File: config.mk
export PLATFORM = sky130hd
export DESIGN_NAME = pixel_readout_buffer
export DESIGN_NICKNAME = d
export VERILOG_FILES = /design/src/rtl/pixel_readout_buffer.sv
export SDC_FILE = /design/constraint.sdc
export NUM_CORES = 1
export LEC_CHECK = 0
export ABC_AREA = 0
export CAP_MARGIN = 20
export CORE_MARGIN = 2
export CORE_UTILIZATION = 55
export CTS_BUF_LIST = sky130_fd_sc_hd__clkbuf_4 sky130_fd_sc_hd__clkbuf_8 sky130_fd_sc_hd__clkbuf_16
export CTS_CLUSTER_SIZE = 8
export DETAILED_ROUTE_END_ITERATION = 10
export GPL_TIMING_DRIVEN = 1
export PLACE_DENSITY_LB_ADDON = 0.25
export REMOVE_ABC_BUFFERS = 1
export SLEW_MARGIN = 20
export SYNTH_ARGS = -nofsm -noshare
export SYNTH_HDL_FRONTEND = slang
export SYNTH_SLANG_ARGS = --single-unit
File: constraint.sdc
create_clock -name clk -period 10.7 [get_ports clk]
set_input_delay 2.14 -clock clk [delete_from_list [all_inputs] [get_ports clk]]
set_output_delay 2.14 -clock clk [all_outputs]
set_load 0.005 [all_outputs]
File: src/rtl/pixel_readout_buffer.sv
// Captures sensor readout samples, tags row and end-of-window, queues them for a valid/ready consumer. Optional parity: PIXEL_READOUT_PARITY_EN.
// Latency: a sample is held in staging until the next capture or the read fall, then it is visible at the head 1 cycle after commit.
// Backpressure: m_ready low lets the FIFO fill; a commit into a full FIFO with no pop is dropped, which sets the sticky overflow flag and counts the drop.
module pixel_readout_buffer #(
  parameter int DATA_W = 8,
  parameter int ROW_W  = 1,
  parameter int DEPTH  = 16,
  parameter int CNT_W  = 16
) (
  input  logic                     clk,
  input  logic                     reset,
  input  logic                     read,
  input  logic [ROW_W-1:0]         row_pointer,
  input  logic [DATA_W-1:0]        out_data,
  output logic                     m_valid,
  input  logic                     m_ready,
  output logic [DATA_W-1:0]        m_data,
  output logic [ROW_W-1:0]         m_row,
  output logic                     m_last,
  output logic [$clog2(DEPTH):0]   level,
  output logic                     overflow,
  input  logic                     clear_overflow,
  output logic [CNT_W-1:0]         frame_count,
  output logic [CNT_W-1:0]         drop_count
`ifdef PIXEL_READOUT_PARITY_EN
  ,
  output logic                     m_parity,
  output logic                     parity_err_inject
`endif
);

  localparam int AW = $clog2(DEPTH);

  typedef struct packed {
`ifdef PIXEL_READOUT_PARITY_EN
    logic              par;
`endif
    logic              last;
    logic [ROW_W-1:0]  row;
    logic [DATA_W-1:0] data;
  } entry_t;

  typedef enum logic {IDLE, WINDOW} state_t;

  state_t            state_q, state_d;
  logic              read_d;
  logic [ROW_W-1:0]  row_d;
  logic              skip_win;
  logic [ROW_W-1:0]  stage_row;
  logic [DATA_W-1:0] stage_data;
  logic              stage_valid;
  logic              cap, fall;
  logic              commit_vld, commit_last, frame_done;
  entry_t            commit_dat, head_q;
  entry_t            mem [DEPTH];
  logic [AW-1:0]     wr_ptr, rd_ptr, rd_ptr_nxt;
  logic [AW:0]       count, count_after_pop, count_nxt;
  logic              pop, full, wr_ok, drop;

  // A window already open when reset releases is skipped until read drops.
  assign stage_valid = (state_q == WINDOW);
  assign cap  = read & ~skip_win & (~read_d | (row_pointer != row_d));
  assign fall = ~read & read_d;

  // Edge detection copies of the sensor inputs.
  always_ff @(posedge clk) begin
    if (reset) begin
      read_d   <= 1'b1;
      row_d    <= '0;
      skip_win <= 1'b1;
    end else begin
      read_d <= read;
      row_d  <= row_pointer;
      if (!read) skip_win <= 1'b0;
    end
  end

  // Frame tracker state and staging register.
  always_ff @(posedge clk) begin
    if (reset) begin
      state_q    <= IDLE;
      stage_row  <= '0;
      stage_data <= '0;
    end else begin
      state_q <= state_d;
      if (cap) begin
        stage_row  <= row_pointer;
        stage_data <= out_data;
      end
    end
  end

  // Next state and commit decision: a new capture pushes the old stage out, the read fall closes the window.
  always_comb begin
    state_d     = state_q;
    commit_vld  = 1'b0;
    commit_last = 1'b0;
    frame_done  = 1'b0;
    case (state_q)
      IDLE: begin
        if (cap) state_d = WINDOW;
      end
      WINDOW: begin
        if (cap) begin
          commit_vld = 1'b1;
        end else if (fall) begin
          commit_vld  = 1'b1;
          commit_last = 1'b1;
          frame_done  = 1'b1;
          state_d     = IDLE;
        end
      end
      default: state_d = IDLE;
    endcase
  end

  // Entry written to the FIFO on commit.
  always_comb begin
    commit_dat      = '0;
    commit_dat.data = stage_data;
    commit_dat.row  = stage_row;
    commit_dat.last = commit_last;
`ifdef PIXEL_READOUT_PARITY_EN
    commit_dat.par  = ^{stage_row, stage_data};
`endif
  end

  assign m_valid         = (count != '0);
  assign pop             = m_valid & m_ready;
  assign full            = (count == (AW+1)'(DEPTH));
  assign wr_ok           = commit_vld & (~full | pop);
  assign drop            = commit_vld & full & ~pop;
  assign rd_ptr_nxt      = rd_ptr + AW'(pop);
  assign count_after_pop = count - (AW+1)'(pop);
  assign count_nxt       = count_after_pop + (AW+1)'(wr_ok);

  // Storage array; contents need no reset since occupancy gates visibility.
  always_ff @(posedge clk) begin
    if (wr_ok) mem[wr_ptr] <= commit_dat;
  end

  // Pointers, occupancy and registered head; the head holds its value when the FIFO drains.
  always_ff @(posedge clk) begin
    if (reset) begin
      wr_ptr <= '0;
      rd_ptr <= '0;
      count  <= '0;
      head_q <= '0;
    end else begin
      if (wr_ok) wr_ptr <= wr_ptr + AW'(1);
      rd_ptr <= rd_ptr_nxt;
      count  <= count_nxt;
      if (count_nxt != '0)
        head_q <= (count_after_pop == '0) ? commit_dat : mem[rd_ptr_nxt];
    end
  end

  // Frame and drop counters; a new drop beats a simultaneous clear.
  always_ff @(posedge clk) begin
    if (reset) begin
      frame_count <= '0;
      drop_count  <= '0;
      overflow    <= 1'b0;
    end else begin
      if (frame_done) frame_count <= frame_count + CNT_W'(1);
      if (drop) begin
        overflow <= 1'b1;
        if (clear_overflow)   drop_count <= CNT_W'(1);
        else if (!(&drop_count)) drop_count <= drop_count + CNT_W'(1);
      end else if (clear_overflow) begin
        overflow   <= 1'b0;
        drop_count <= '0;
      end
    end
  end

  assign m_data = head_q.data;
  assign m_row  = head_q.row;
  assign m_last = head_q.last;
  assign level  = count;
`ifdef PIXEL_READOUT_PARITY_EN
  assign m_parity          = head_q.par;
  assign parity_err_inject = 1'b0;
`endif

endmodule
==> run_results.csv <==
group,metric,value,unit
run_status,status,"finished, final reports clean",
finish,drive_gt1_frac,0.2022,
clock_tree,htreeDepth,2,
logic_synthesis,ys_seq_elements,229,
worst_setup_path,path_max_fanout,14,
sta,setup_tns,0,ns
placement,dp_hpwl,11.92,mm
worst_setup_path,reg2reg_to,"m_data[3]",
sta,tightest_slew,1.105,ns
logic_synthesis,ys_seq_area_frac,0.6606,
clock_tree,clock_sinks,229,
floorplan,start_util,0.5627,
floorplan,io-pin-count,63,
finish,nets,723,
clock_tree,hold_buffers,0,
sta,slew_viol_final,0,
routing,viasPerCell,5.795,
worst_setup_path,r2r_cells,11,
floorplan,dieArea,18080,µm²
routing,dr.pass1.iters,5,
routing,wirelength,19.53,mm
logic_synthesis,yosys.cell_count.top_type,"edfxtp_1",
logic_synthesis,synth_area_per_cell,14.98,µm²
clock_tree,cts-root-buf,"clkbuf_16",
placement,place_congestion,0.7895,
worst_setup_path,cp-startpoint,"row_pointer",
sta,clock.fmax,185.0,MHz
worst_setup_path,rrSetupSlack,6.44,ns
grt,antenna_found_initial,0,
sta,finalHoldViolCount,0,
routing,postRouteAntennaNets,0,
logic_synthesis,synth_ff_type,"edfxtp_1",
worst_setup_path,cp_data_arrival_time,5.83,ns
routing,drc,0,
clock_tree,cts_tree,"yes",
logic_synthesis,yosysTopAreaCell,"edfxtp_1",
worst_setup_path,startpoint_type,"primary input",
routing,avgRoutedWirePerCell,20.74,µm
grt,grt_max_degree,48,
grt,grt_pass1_vias,5645,
worst_setup_path,critical_path_class,"primary input to register",
sta,hold_ws,0.4397,ns
clock_tree,cts_setup_buffers,0,
finish,area_delta_synth_final,21.12,%
logic_synthesis,synth_top_area_share,0.5131,
floorplan,rows,47,
worst_setup_path,cpMostUsedCell,"ha_1",
pwr,power.leakage,3.772,nW
finish,antennaDiodeCount,0,
pwr,peakVddDrop,0.2119,mV
routing,initialDrtViolationCount,328,
sta,setup_viol,0,
grt,grt_pass1_wl,30.35,mm
clock_tree,cts_inserted_buffers,34,
logic_synthesis,async_flop_share,0,
worst_setup_path,cp_data_required_time,11.12,ns
clock_tree,clkSlewWorstSetupHoldPaths,0.05,ns
clock_tree,worstSkewPairLatency,0.49,ns
clock_tree,cts_buffer_depth,3,
logic_synthesis,synth_common_cells,"edfxtp_1, dfxtp_1, nor2_1",
sta,fin_crit,5.405,ns
hold_path,min_path_type,"register to register",
worst_setup_path,critPathCaptureType,"register",
worst_setup_path,timing.rr.start,"level[1]",
clock_tree,cts_resized,0,
logic_synthesis,netlist_area,9364,µm²
finish,fillers,1109,
worst_setup_path,worstPathCellList,"clkdlybuf4s50_1 > xnor2_1 > a21oi_2 > o221a_2 > ha_1 > ha_1 > nand2_1 > o21ai_0 > xor2_1 > and3b_1 > a22o_1",
routing,num_vias,5459,
finish,final-seq-area,6186,µm²
finish,multi_input_area,3090,µm²
worst_setup_path,slowest_stage,"a21oi_2",
grt,track_usage,0.2213,
logic_synthesis,ys_warn_count,0,
flow_run,drv_cap,0,
logic_synthesis,synth_edf_count,160,
floorplan,fp.dieW,134.5,µm
logic_synthesis,ys_types,50,
floorplan,die_h,134.5,µm
sta,slew_headroom,0.2609,
worst_setup_path,cpPeakStageDelay,0.79,ns
sta,period_share,0.5052,
sta,clock-skew-final,0.01059,ns
floorplan,coreArea,16640,µm²
logic_synthesis,syn_inst,625,
pwr,p_per_area,239.9,nW/µm²
worst_setup_path,crit_path_end,"m_data[2]",
placement,portBuffers,62,
grt,grt_overflow,0,
sta,rsz0062_at_grt,"false",
logic_synthesis,synth_area_leaders,"edfxtp_1, dfxtp_1, mux4_2",
state kept, by name, indices dropped and copies added (netlist names):
name	flops
mem	160
drop_count	16
frame_count	16
m_data	8
stage_data	8
level	5
rd_ptr	4
wr_ptr	4
m_last	1
m_row	1
overflow	1
read_d	1
row_d	1
skip_win	1
stage_row	1
stage_valid	1
metrics by stage:
stage	instance area [µm²]	util	power [W]	setup WS, ns	std cells
after floorplan	9228	-	0.001486	5.037	595
after global placement	10190	0.6121	0.001654	5.014	880
after detailed placement	10190	0.6125	0.001679	4.886	880
after CTS	11300	0.6788	0.002734	5.375	941
after global routing	11340	0.6815	0.002833	5.029	942
final	11340	0.6815	0.002721	5.295	942
worst min-delay path by stage:
stage / startpoint / to / cells past startpoint
floorplan: skip_win / skip_win / 1
global placement: skip_win / skip_win / 1
detailed placement: skip_win / skip_win / 1
CTS: skip_win / skip_win / 1
global route: skip_win / skip_win / 1
finish: skip_win / skip_win / 1
critical path, delay by kind of cell:
family	cells	cell delay (ns)
AND/OR/NAND/NOR	2	0.63
buffers and inverters	1	0.46
XOR/XNOR	2	0.44
adder cells (fa/ha/maj)	2	0.40
AO/OA/AOI/OAI	4	1.73
cell usage in the layout, fill, tap and decap left out, types with 13 or more instances in the layout:
cell               n
mux4_2            40
nand2b_1          14
edfxtp_1         160
xor2_1            16
nor2_1            53
a21oi_1           21
nor2b_1           13
clkbuf_4          23
xnor2_1           15
dfxtp_1           69
clkbuf_16         37
mux2i_1           23
a22o_1            19
clkdlybuf4s50_1   61
nand2_1           35
nand3_1           19
area by class of cell:
class,instances,share of cell area
Sequential cell,229,0.5454
Multi-Input combinational cell,355,0.2725
Clock buffer,60,0.09686
Timing Repair Buffer,66,0.05692
Tap cell,220,0.02427
Inverter,11,0.003640
Clock inverter,1,0.0004413
kinds of logic after synthesis:
logic type / after synthesis / share of synthesized area
simple gates: 191 / 0.1088
flops: 229 / 0.6606
mux: 63 / 0.1208
xor+xnor: 33 / 0.03087
fa+ha+maj: 12 / 0.01603
buf+inv: 41 / 0.01897
compound gates: 56 / 0.04396
power breakdown:
part | switching (W) | leakage, nW | total (W) | internal, W
combinational | 0.000339 | 1.18 | 0.000662 | 0.000324
clock | 0.000357 | 0.566 | 0.00105 | 0.000693
sequential | 0.0000328 | 2.03 | 0.00101 | 0.000976
metal layers:
metal  GRT usage  up-vias  wire length [µm]
met3     0.04955       26              1162
met5           0        -                 0
met1      0.2773     2754              7874
met4     0.06901        0               376
met2      0.3863      187             10120
li1            -     2492                 -
Power figures use the tool's default switching activity.
